<file path="config.mk">
export PLATFORM = sky130hd
export DESIGN_NAME = fetch_queue_frontend_flat
export DESIGN_NICKNAME = d
export VERILOG_FILES = /design/src/rtl/fetch_queue_frontend_if.sv /design/src/rtl/fetch_queue_frontend.sv /design/src/flat_wrapper.sv
export SDC_FILE = /design/constraint.sdc
export NUM_CORES = 1
export LEC_CHECK = 0
export ABC_CLOCK_PERIOD_IN_PS = 3700
export CORE_MARGIN = 5
export CORE_UTILIZATION = 40
export CTS_CLUSTER_DIAMETER = 60
export DETAILED_ROUTE_END_ITERATION = 10
export PLACE_DENSITY = 0.63
export SYNTH_ARGS = -nofsm -noshare
export SYNTH_HDL_FRONTEND = slang
export SYNTH_SLANG_ARGS = --single-unit
</file>
<file path="constraint.sdc">
create_clock -name clk -period 3.7 [get_ports clk]
set_clock_uncertainty 0.15 [all_clocks]
set_input_delay 0.74 -clock clk [delete_from_list [all_inputs] [get_ports clk]]
set_output_delay 0.74 -clock clk [all_outputs]
set_load 0.01 [all_outputs]
</file>
<file path="src/rtl/fetch_queue_frontend_if.sv">
// fetch_queue_frontend_if: fetch control, imem port and IF/ID hand-off bundle.
// master drives control/imem data; slave is the fetch front end.
interface fetch_queue_frontend_if #(
  parameter int XLEN  = 32,
  parameter int DEPTH = 4
);
  localparam int CW = $clog2(DEPTH + 1);

  logic            PCWrite;
  logic            redirect_valid;
  logic [XLEN-1:0] redirect_pc;
  logic [XLEN-1:0] imem_addr;
  logic [31:0]     imem_rdata;
  logic            id_ready;
  logic            id_valid;
  logic [XLEN-1:0] id_pc;
  logic [31:0]     id_inst;
  logic [CW-1:0]   count;

  modport master (
    output PCWrite, redirect_valid, redirect_pc,
    output imem_rdata, id_ready,
    input  imem_addr, id_valid, id_pc, id_inst, count
  );

  modport slave (
    input  PCWrite, redirect_valid, redirect_pc,
    input  imem_rdata, id_ready,
    output imem_addr, id_valid, id_pc, id_inst, count
  );
endinterface

</file>
<file path="src/rtl/fetch_queue_frontend.sv">
// fetch_queue_frontend: PC register, FWFT fetch queue and IF/ID hand-off.
// Define FETCHQ_BYPASS_EN for a zero-latency path when the queue is empty.
module fetch_queue_frontend #(
  parameter int              XLEN     = 32,
  parameter int              DEPTH    = 4,
  parameter logic [XLEN-1:0] RESET_PC = '0
) (
  input logic                   clk,
  input logic                   reset,
  fetch_queue_frontend_if.slave fq
);
  localparam int PW = $clog2(DEPTH);
  localparam int CW = $clog2(DEPTH + 1);
  localparam logic [31:0] NOP = 32'h0000_0013;

  typedef struct packed {
    logic [XLEN-1:0] pc;
    logic [31:0]     inst;
  } entry_t;

  entry_t          mem [DEPTH];
  entry_t          head_e;
  logic [XLEN-1:0] pc;
  logic [XLEN-1:0] target;
  logic [PW-1:0]   head;
  logic [PW-1:0]   tail;
  logic [CW-1:0]   cnt;
  logic            full;
  logic            empty;
  logic            q_valid;
  logic            byp;
  logic            pop;
  logic            push;
  logic            wr;
  logic            rd;

  assign full    = cnt == CW'(DEPTH);
  assign empty   = cnt == '0;
  assign q_valid = !empty;
  assign head_e  = mem[head];
  assign target  = fq.redirect_pc & ~XLEN'(3);

`ifdef FETCHQ_BYPASS_EN
  assign byp = empty & fq.PCWrite & ~fq.redirect_valid;
`else
  assign byp = 1'b0;
`endif

  assign fq.id_valid = q_valid | byp;
  assign pop  = fq.id_valid & fq.id_ready & ~fq.redirect_valid;
  assign push = fq.PCWrite & ~fq.redirect_valid & (~full | pop);
  // a bypassed word taken by decode never lands in storage
  assign rd   = pop & q_valid;
  assign wr   = push & ~(byp & fq.id_ready);

  assign fq.imem_addr = pc;
  assign fq.count     = cnt;

  always_comb begin
    fq.id_pc   = '0;
    fq.id_inst = NOP;
    if (q_valid) begin
      fq.id_pc   = head_e.pc;
      fq.id_inst = head_e.inst;
    end else if (byp) begin
      fq.id_pc   = pc;
      fq.id_inst = fq.imem_rdata;
    end
  end

  always_ff @(posedge clk or posedge reset) begin
    if (reset) begin
      pc   <= RESET_PC;
      head <= '0;
      tail <= '0;
      cnt  <= '0;
    end else if (fq.redirect_valid) begin
      pc   <= target;
      head <= '0;
      tail <= '0;
      cnt  <= '0;
    end else begin
      if (push) pc <= pc + XLEN'(4);
      if (wr) tail <= tail + PW'(1);
      if (rd) head <= head + PW'(1);
      cnt <= cnt + CW'(wr) - CW'(rd);
    end
  end

  always_ff @(posedge clk) begin
    if (wr) mem[tail] <= '{pc: pc, inst: fq.imem_rdata};
  end
endmodule
</file>
<file path="src/flat_wrapper.sv">
// flat-port wrapper written by rule: the top's interface ports become plain ports
module fetch_queue_frontend_flat 
#(
  parameter int              XLEN     = 32,
  parameter int              DEPTH    = 4,
  parameter logic [XLEN-1:0] RESET_PC = '0
)
  (clk, reset, fq_PCWrite, fq_redirect_valid, fq_redirect_pc, fq_imem_rdata, fq_id_ready, fq_imem_addr, fq_id_valid, fq_id_pc, fq_id_inst, fq_count);
  fetch_queue_frontend_if #(.XLEN(XLEN), .DEPTH(DEPTH)) fq_i ();
  input logic clk;
  input logic reset;
  input wire logic [$bits(fq_i.PCWrite)-1:0] fq_PCWrite;
  input wire logic [$bits(fq_i.redirect_valid)-1:0] fq_redirect_valid;
  input wire logic [$bits(fq_i.redirect_pc)-1:0] fq_redirect_pc;
  input wire logic [$bits(fq_i.imem_rdata)-1:0] fq_imem_rdata;
  input wire logic [$bits(fq_i.id_ready)-1:0] fq_id_ready;
  output wire logic [$bits(fq_i.imem_addr)-1:0] fq_imem_addr;
  output wire logic [$bits(fq_i.id_valid)-1:0] fq_id_valid;
  output wire logic [$bits(fq_i.id_pc)-1:0] fq_id_pc;
  output wire logic [$bits(fq_i.id_inst)-1:0] fq_id_inst;
  output wire logic [$bits(fq_i.count)-1:0] fq_count;
  assign fq_i.PCWrite = fq_PCWrite;
  assign fq_i.redirect_valid = fq_redirect_valid;
  assign fq_i.redirect_pc = fq_redirect_pc;
  assign fq_i.imem_rdata = fq_imem_rdata;
  assign fq_i.id_ready = fq_id_ready;
  assign fq_imem_addr = fq_i.imem_addr;
  assign fq_id_valid = fq_i.id_valid;
  assign fq_id_pc = fq_i.id_pc;
  assign fq_id_inst = fq_i.id_inst;
  assign fq_count = fq_i.count;
  fetch_queue_frontend #(.XLEN(XLEN), .DEPTH(DEPTH), .RESET_PC(RESET_PC)) u_core (.clk(clk), .reset(reset), .fq(fq_i));
endmodule
</file>
==> metrics.txt <==
fin crit share=roughly 93%; vias in the first global route=6974; Worst Path Max Fanout=39; dpl hpwl=between 15000 and 20000 microns; Final Hold Violating Endpoints=0; Netlist cell types=42; antenna viol nets, final=0; maximum clock rate=291 MHz; Seq cells post-synth=between 200 and 300; first-pass GRT wire length=slightly above 40000 microns; Tmin final=approximately 3.4 ns; TritonRoute pass-1 iters=5; Synth area leaders=edfxtp_1 64%, mux4_2 12%, dfrtp_1 7.9%; worst endpoint required time=2.81 ns; Die Span Y=about 180 microns; pwr dens=about 620 nW/um^2; Post-synth EDFFs=248; row cnt=62; core area=roughly 29000 sq um; final total power=between 9 and 10 mW; r2r setup slk=~0.90 ns; CP Class=reg -> out; Final Setup Violations=0; area delta synth->final=27.7%; synthesized area per cell=approximately 17 sq um; Slew headroom=a little under a third; DR vias=around 6600; routed len/inst=between 20 and 25 microns; largest net degree at the start of global routing=63; max-cap violations=0; top cells by count, synth=248 x edfxtp_1, 66 x and2_1, 62 x mux4_2; I/O pin count=169; All-Layer GR Usage=between 10% and 20%; CP max stage cell=clkdlybuf4s50_1; DRT iter0 DRCs=520; DRC=0; CTS buffer count=31; total detailed-routing wirelength=26300 microns; CP startpoint kind=flip-flop; chip width=181 microns; Worst-Skew Late Latency=0.54 ns; Starting Density=40.6%; Clock Pin Slew Worst Setup and Hold Paths=roughly 0.06 ns; worst slew pin tran=roughly 1.0 ns; Yosys top cell area share=63.7%; RSZ-0062 raised after global routing=no; Placer Congestion=approximately 0.77; Worst path max stage delay=about 0.55 ns; CTS hold repair buffers=0; setup TNS=0 ns; arrival time worst endpoint=2.55 ns; post-synthesis async set-or-reset flop share=13.0%; cell area after synthesis=around 12000 sq um; status=finished, final reports clean; worst hold path class=reg -> reg; vias per std cell=~5.3; H-tree levels=1; Inserted Diodes=0; CP cell instances=nor3_1, buf_4, inv_4, buf_12, and2_1, clkdlybuf4s50_1; Leak=4.88 nW; Post-Synthesis Cells=~670; Buffers on Ports=approximately 160; maximum VDD drop=0.322 mV; CTS tree=yes; Layout Nets=between 900 and 1000; initial antenna violation count=0; fin. max-slew vios=0; YS warnings=0; Die Area=32700 sq um; count leader, synth=edfxtp_1; CTS Sinks=about 290; CTS max path bufs=3; cell taking the most area after synthesis=edfxtp_1; sequential cell area fraction in the yosys report=71.6%; Top FF cell, synth=edfxtp_1; layout cells sized above 1=between 15 and 20%; GR Overflow Total=0; clk root buf=clkbuf_16; crit path capture type=primary output
-- flip-flops by register name, indices dropped and copies added (netlist names) --
| signal | count |
|---|---|
| u_core.fq.count | 3 |
| u_core.fq.imem_addr | 30 |
| u_core.head | 2 |
| u_core.mem | 248 |
| u_core.tail | 2 |
-- area by class of cell --
cell class,count,area (sq um)
Sequential cell,285,8380
Clock buffer,43,861
Inverter,13,51.3
Multi-Input combinational cell,335,3110
Clock inverter,15,133
Fill cell,2366,13900
Timing Repair Buffer,184,1910
Tap cell,384,480
-- worst max-delay path: cells and delay by family (launching register included) --
kind	cells	cell delay [ns]
flip-flops	1	0.50
buffers and inverters	4	1.21
AND/OR/NAND/NOR	2	0.28
-- final timing paths --
kind / from / end / cells past startpoint
max: u_core.fq.count[1]$_DFF_PP0_ / fq_id_pc[5] / 6
min: u_core.tail[1]$_DFFE_PP0P_ / u_core.tail[1]$_DFFE_PP0P_ / 2
max reg2reg: u_core.fq.count[1]$_DFF_PP0_ / u_core.fq.count[2]$_DFF_PP0_ / 13
min reg2reg: u_core.tail[1]$_DFFE_PP0P_ / u_core.tail[1]$_DFFE_PP0P_ / 2
max in group asynchronous: reset / u_core.head[1]$_DFFE_PP0P_ / 3
min in group asynchronous: reset / u_core.fq.count[2]$_DFF_PP0_ / 3
-- logic make-up (layout without fill, tap and decap cells) --
kind of cell	Yosys count	after routing	share of synthesized area, %
AO/OA/AOI/OAI	53	53	2.97
XOR/XNOR	11	11	0.824
adder cells (fa/ha/maj)	8	8	0.921
buffers and inverters	51	255	1.93
flip-flops	285	285	71.6
multiplexers	63	63	12.0
other	1	4	0.0321
AND/OR/NAND/NOR	196	196	9.66
-- repair_timing --
| action | in CTS | in global routing |
|---|---|---|
| endpoints found under the hold margin | 0 | 0 |
| buffers inserted | 1 | 0 |
| cloned | 0 | 0 |
| gates resized for setup | 0 | 2 |
| setup endpoints to repair | 1 | 36 |
-- metrics by stage --
stage / std cells / worst slack (ns) / instance area [sq um] / utilization, % / hold slack [ns]
6_report: 1259 / 0.265 / 14900 / 51.9 / 0.437
5_1_grt: 1259 / 0.0789 / 14900 / 51.9 / 0.490
4_1_cts: 1259 / 0.0232 / 14900 / 51.9 / 0.446
3_5_place_dp: 1200 / 0.388 / 13900 / 48.3 / 0.437
3_3_place_gp: 1200 / 0.404 / 13900 / 48.3 / 0.416
2_1_floorplan: 671 / 0.261 / 11700 / - / 0.393
-- report_power, final --
part	internal, mW	switching, mW	leakage, nW	total, mW
Sequential	3.71	0.165	2.68	3.87
Combinational	1.40	1.09	1.71	2.49
Clock	1.76	1.20	0.491	2.96
Total	6.87	2.45	4.88	9.32
-- cells in the final DEF, fill, tap and decap left out, drive strengths merged --
cell type / count
ha: 7
o211ai: 1
a21oi: 3
or2: 4
nor3b: 2
and4: 4
inv: 16
buf: 22
o21ai: 10
and2: 66
nor4: 2
xnor2: 4
or4: 16
mux4: 62
clkinv: 10
clkbuf: 43
mux2i: 1
o21a: 1
fa: 1
or3: 4
o31ai: 17
or4b: 1
nand2: 18
nand4: 15
nor4b: 2
nor2: 28
a31oi: 17
bufinv: 2
conb: 4
xor2: 7
and3: 6
edfxtp: 248
nor2b: 4
nand3: 22
a22oi: 2
dfrtp: 37
nor3: 2
o311ai: 2
clkdlybuf4s50: 162
-- routing by layer --
metal  vias to the layer above  track usage [%]  routed length [microns]
met4                         0             3.21                      341
li1                       3018                -                        -
met3                        33             3.28                     1500
met5                         -                0                        0
met1                      3392             23.1                    12000
met2                       202             25.1                    12400
Power figures use the tool's default switching activity.
